$ cat src/rtl/sweep_pkg.sv
// Shared types and helpers for the partition sweep checker.
package sweep_pkg;

    typedef enum logic [1:0] {
        IDLE   = 2'd0,
        SETTLE = 2'd1,
        SAMPLE = 2'd2,
        DONE   = 2'd3
    } sweep_state_t;

    // Bits needed to hold a popcount of a w-bit word (0..w).
    function automatic int pc_width(input int w);
        return $clog2(w + 1);
    endfunction

endpackage

$ cat src/rtl/sweep_popcount.sv
// Combinational population count of a W-bit word.
module sweep_popcount #(
    parameter int W   = 7,
    localparam int PW = sweep_pkg::pc_width(W)
) (
    input  logic [W-1:0]  word_i,
    output logic [PW-1:0] count_o
);

    always_comb begin
        count_o = '0;
        for (int i = 0; i < W; i++) begin
            count_o = count_o + PW'(word_i[i]);
        end
    end

endmodule

$ cat config.mk
export PLATFORM = sky130hd
export DESIGN_NAME = sweep_popcount
export DESIGN_NICKNAME = d
export VERILOG_FILES = /design/src/rtl/sweep_pkg.sv /design/src/rtl/sweep_popcount.sv
export SDC_FILE = /design/constraint.sdc
export NUM_CORES = 1
export LEC_CHECK = 0
export CORE_AREA = 10 10 47 49
export DETAILED_ROUTE_END_ITERATION = 10
export DIE_AREA = 0 0 57 59
export PLACE_DENSITY_LB_ADDON = 0.05
export SYNTH_ARGS = -nofsm -noshare
export SYNTH_HDL_FRONTEND = slang
export SYNTH_SLANG_ARGS = --single-unit
$ cat constraint.sdc
create_clock -name vclk -period 3.99
set_input_delay 0.399 -clock vclk [all_inputs]
set_output_delay 0.399 -clock vclk [all_outputs]
set_load 0.01 [all_outputs]
==> summary.txt, run 1 <==
Worst hold path
  – Worst Hold Class: primary input to output port

Job
  – Max Cap Viol: 0

Worst setup path
  – WP data arrival: 3320 ps
  – CP peak stage delay: approximately 530 ps
  – CP most frequent cell: fa_1
  – Worst Setup End Kind: output port
  – CP startpoint kind: primary input
  – CP Class: primary input to output port
  – Crit path buf inv count: 4
  – CP required: about 3600 ps
  – Delay-heaviest family, CP: adder cells
  – Crit-path slowest cell: clkdlybuf4s50_1
  – Crit-path max FO: 1
  – Cells along the critical path: clkdlybuf4s50_1, inv_1, fa_1, fa_1, inv_1, fa_1, fa_1, clkdlybuf4s50_1

Cells and area
  – Register area: 0 µm²
  – Area Growth Syn to Fin: 109%
  – Final-layout fill cell count: roughly 160
  – Number of diodes: 0
  – Multi-input logic area: ~80 µm²
  – Layout cells sized above 1: 0%
  – Nets: 35
  – Sequential cell count: 0
  – Clock buffer cells: 0

Clock network
  – Setup Buffers After CTS: 0
  – Post-CTS sizing: 0
  – Hold-fix buffers, CTS: 0

STA
  – Setup violators final: 0
  – Final setup margin: 270 ps
  – Maximum clock frequency: ~270 MHz
  – Final slew viol count: 0
  – Slew headroom: slightly above 90%
  – Setup TNS: 0 ps
  – Hold Vio Cnt, Final: 0
  – Period Utilization, post-route: between 90% and 100%
  – RSZ-0062 raised after global routing: false
  – Worst-Margin Slew: about 130 ps
  – Period minus WS final: about 3700 ps

Placed design
  – Dpl ws: ~240 ps
  – HPWL Detailed: 293 µm
  – Gpl congestion: 0.603
  – Port buffer count: 10

Outcome
  – Status: complete, no violations

Global route
  – Gr ovfl total: 0
  – Largest net degree at the start of global routing: 2
  – Tot GR Track Use: 2.04%
  – First-pass GRT wire length: between 500 and 600 µm
  – Antenna violations before repair: 0
  – Vias in the first global route: around 120

Logic synthesis
  – Top-count cell post-synth: inv_1
  – Register area share after synthesis: 0%
  – Synth unique cells: 2
  – YS warnings: 0
  – Syn Nets: 23
  – Synth Cell Area: roughly 110 µm²
  – Synth area leader: fa_1
  – Commonest cells post-synth: 8 x inv_1, 4 x fa_1
  – Post-synth top area share: a little over 70%
  – Top cells by area, synth: fa_1 73%, inv_1 27%
  – Mean area per synthesized cell: a little over 9 µm²
  – Cell count after synthesis: 12

Die
  – Chip Width: 57 µm
  – Core box area: roughly 1400 µm²
  – # rows: 14
  – Initial core utilization: under 10%
  – Die ar.: about 3400 µm²
  – # IOs: 10
  – Die Y: 59 µm

Routing
  – Final ANT Viol Nets: 0
  – DR DRC count: 0
  – Per-cell routed wire length: about 8.1 µm
  – Total number of vias: between 90 and 100
  – 1st-iter DRT viols: 1
  – DR vias/cell: around 2.5
  – First-pass DRT Iterations: 3
  – Final WL: roughly 300 µm

Power and ir drop
  – Leakage: 0.111 nW
  – Worst vdd ir: around 0.061 mV
  – Pwr Density: slightly above 200 nW/µm²
report_power, final:
group	internal, mW	leakage, nW	switching [mW]
logic	0.0285	0.111	0.0186
clock network	0	0	0
registers	0	0	0
total	0.0285	0.111	0.0186
tightest hold or removal path, cell delays in order:
cell	delay, ps
clkdlybuf4s50_1	480
fa_1	170
clkdlybuf4s50_1	530
through the flow:
step	utilization, %	instance area (µm²)	hold WS (ps)	power, mW	std cells
2_1_floorplan	-	110	986	0.0224	12
3_3_place_gp	16.4	230	1980	0.0484	38
3_5_place_dp	16.4	230	2000	0.0486	38
4_1_cts	16.4	230	2000	0.0490	38
5_1_grt	16.4	230	2040	0.0531	38
6_report	16.4	230	1990	0.0471	38
area by class of cell:
cell class,count,area share (%)
well taps,16,8.70
multi-input cells,4,34.8
inverters,8,13.0
repair buffers,10,43.5
final timing paths:
kind / startpoint / endpoint / depth (start not counted)
max: word_i[0] / count_o[1] / 8
min: word_i[2] / count_o[0] / 3
layer usage:
metal  GRT usage (%)  vias up  part of all wire [%]
met5               0        -                     0
met4               0        0                     0
met3            1.50        0                    23
met2            2.02        9                    25
met1            3.23       38                    52
li1                -       48                     -
layout by cell type, fill, tap and decap left out, drive strengths merged:
| master | netlist | final |
|---|---|---|
| fa | 4 | 4 |
| clkdlybuf4s50 | 0 | 10 |
| inv | 8 | 8 |
kinds of logic (layout without fill, tap and decap cells):
group | Yosys count | count (layout) | synth area share, %
buffers and inverters | 8 | 18 | 27.3
adder cells (fa/ha/maj) | 4 | 4 | 72.7
Note: power is estimated with default switching activity, not from simulation.
==> run 2, diff against run 1 <==
Settings changed: CELL_PAD_IN_SITES_DETAIL_PLACEMENT set to 1, CELL_PAD_IN_SITES_GLOBAL_PLACEMENT set to 2.
==> summary.txt, run 2 (synthesis gave the netlist of run 1 again) <==
Routing
  – DR vias/cell: approximately 2.8
  – DR DRC count: 0
  – Final ANT Viol Nets: 0
  – 1st-iter DRT viols: 0
  – Total number of vias: approximately 110
  – First-pass DRT Iterations: 1
  – Per-cell routed wire length: roughly 9.6 µm
  – Final WL: roughly 360 µm

Global route
  – Vias in the first global route: about 120
  – First-pass GRT wire length: between 600 and 700 µm
  – Tot GR Track Use: ~2.5%
  – Gr ovfl total: 0
  – Largest net degree at the start of global routing: 2
  – Antenna violations before repair: 0

Worst setup path
  – Crit-path max FO: 1
  – CP required: about 3600 ps
  – CP Class: primary input to output port
  – CP startpoint kind: primary input
  – Worst Setup End Kind: output port
  – WP data arrival: 3330 ps

Cells and area
  – Sequential cell count: 0
  – Layout cells sized above 1: 0%
  – Clock buffer cells: 0
  – Register area: 0 µm²
  – Post-Layout Cell Count: 38
  – Highest-count cells in the layout ignoring fill and taps: 10 x clkdlybuf4s50_1, 8 x inv_1, 4 x fa_1
  – Number of diodes: 0
  – Final-layout fill cell count: ~170
  – Nets: 35
  – Area Growth Syn to Fin: 109%
  – Commonest non-fill, non-tap cell in the layout: clkdlybuf4s50_1

Clock network
  – Post-CTS sizing: 0
  – Setup Buffers After CTS: 0
  – Hold-fix buffers, CTS: 0

STA
  – Setup violators final: 0
  – Final setup margin: ~270 ps
  – Setup TNS: 0 ps
  – RSZ-0062 raised after global routing: false
  – Worst-Margin Slew: roughly 130 ps
  – Maximum clock frequency: between 200 and 300 MHz
  – Slew headroom: between 90% and 100%
  – Period Utilization, post-route: between 90 and 100%
  – Final slew viol count: 0
  – Period minus WS final: ~3700 ps
  – Hold Vio Cnt, Final: 0

Placed design
  – Port buffer count: 10
  – HPWL Detailed: roughly 370 µm
  – Gpl congestion: roughly 0.60
  – Dpl ws: between 200 and 250 ps
  – Cells after DPL: 38

Die
  – # rows: 14
  – Core box area: 1400 µm²
  – # IOs: 10
  – Die ar.: 3360 µm²
  – Chip Width: about 57 µm
  – Die Y: between 50 and 60 µm
  – Initial core utilization: ~7.9%

Job
  – Max Cap Viol: 0

Power and ir drop
  – Worst vdd ir: between 0.03 and 0.04 mV
  – Leakage: around 0.11 nW
  – Pwr Density: 208 nW/µm²

Worst hold path
  – Worst Hold Class: primary input to output port
  – WHS Path Cells: 3

Outcome
  – Status: complete, no violations
[run 2: cell counts in the layout (fill, tap and decap cells not counted)]
No cell type changed its count.
[run 2: layout make-up]
class | instances | area, µm² | share of cell area (%)
Timing Repair Buffer | 10 | 100 | 43.5
Inverter | 8 | 30.0 | 13.0
Multi-Input combinational cell | 4 | 80.1 | 34.8
Tap cell | 16 | 20.0 | 8.70
[run 2: through the flow]
| step | area [µm²] | hold WS, ps | utilization, % | total power, mW |
|---|---|---|---|---|
| after global placement | 230 | 1980 | 16.4 | 0.0485 |
| after detailed placement | 230 | 2030 | 16.4 | 0.0505 |
| final | 230 | 2010 | 16.4 | 0.0479 |
| after floorplan | 110 | 986 | - | 0.0224 |
| after global routing | 230 | 2070 | 16.4 | 0.0542 |
| after CTS | 230 | 2040 | 16.4 | 0.0506 |
[run 2: report_power, final]
group	leakage (nW)	switching, mW	internal, mW
combinational	0.111	0.0191	0.0288
clock	0	0	0
sequential	0	0	0
total	0.111	0.0191	0.0288
[run 2: worst paths after layout]
path / from / end / slack [ps]
max: word_i[0] / count_o[1] / 270
min: word_i[2] / count_o[0] / 2010
[run 2: per-layer routing]
layer	wire (µm)	global-route usage, %	up-vias
met5	0	0	-
met4	0	0	0
met3	85	1.93	0
met2	149	3.88	8
met1	128	2.74	50
li1	-	-	48
[run 2: critical path: stages]
cell	delay, ps
clkdlybuf4s50_1	450
inv_1	50
fa_1	480
fa_1	490
inv_1	50
fa_1	380
fa_1	490
clkdlybuf4s50_1	530
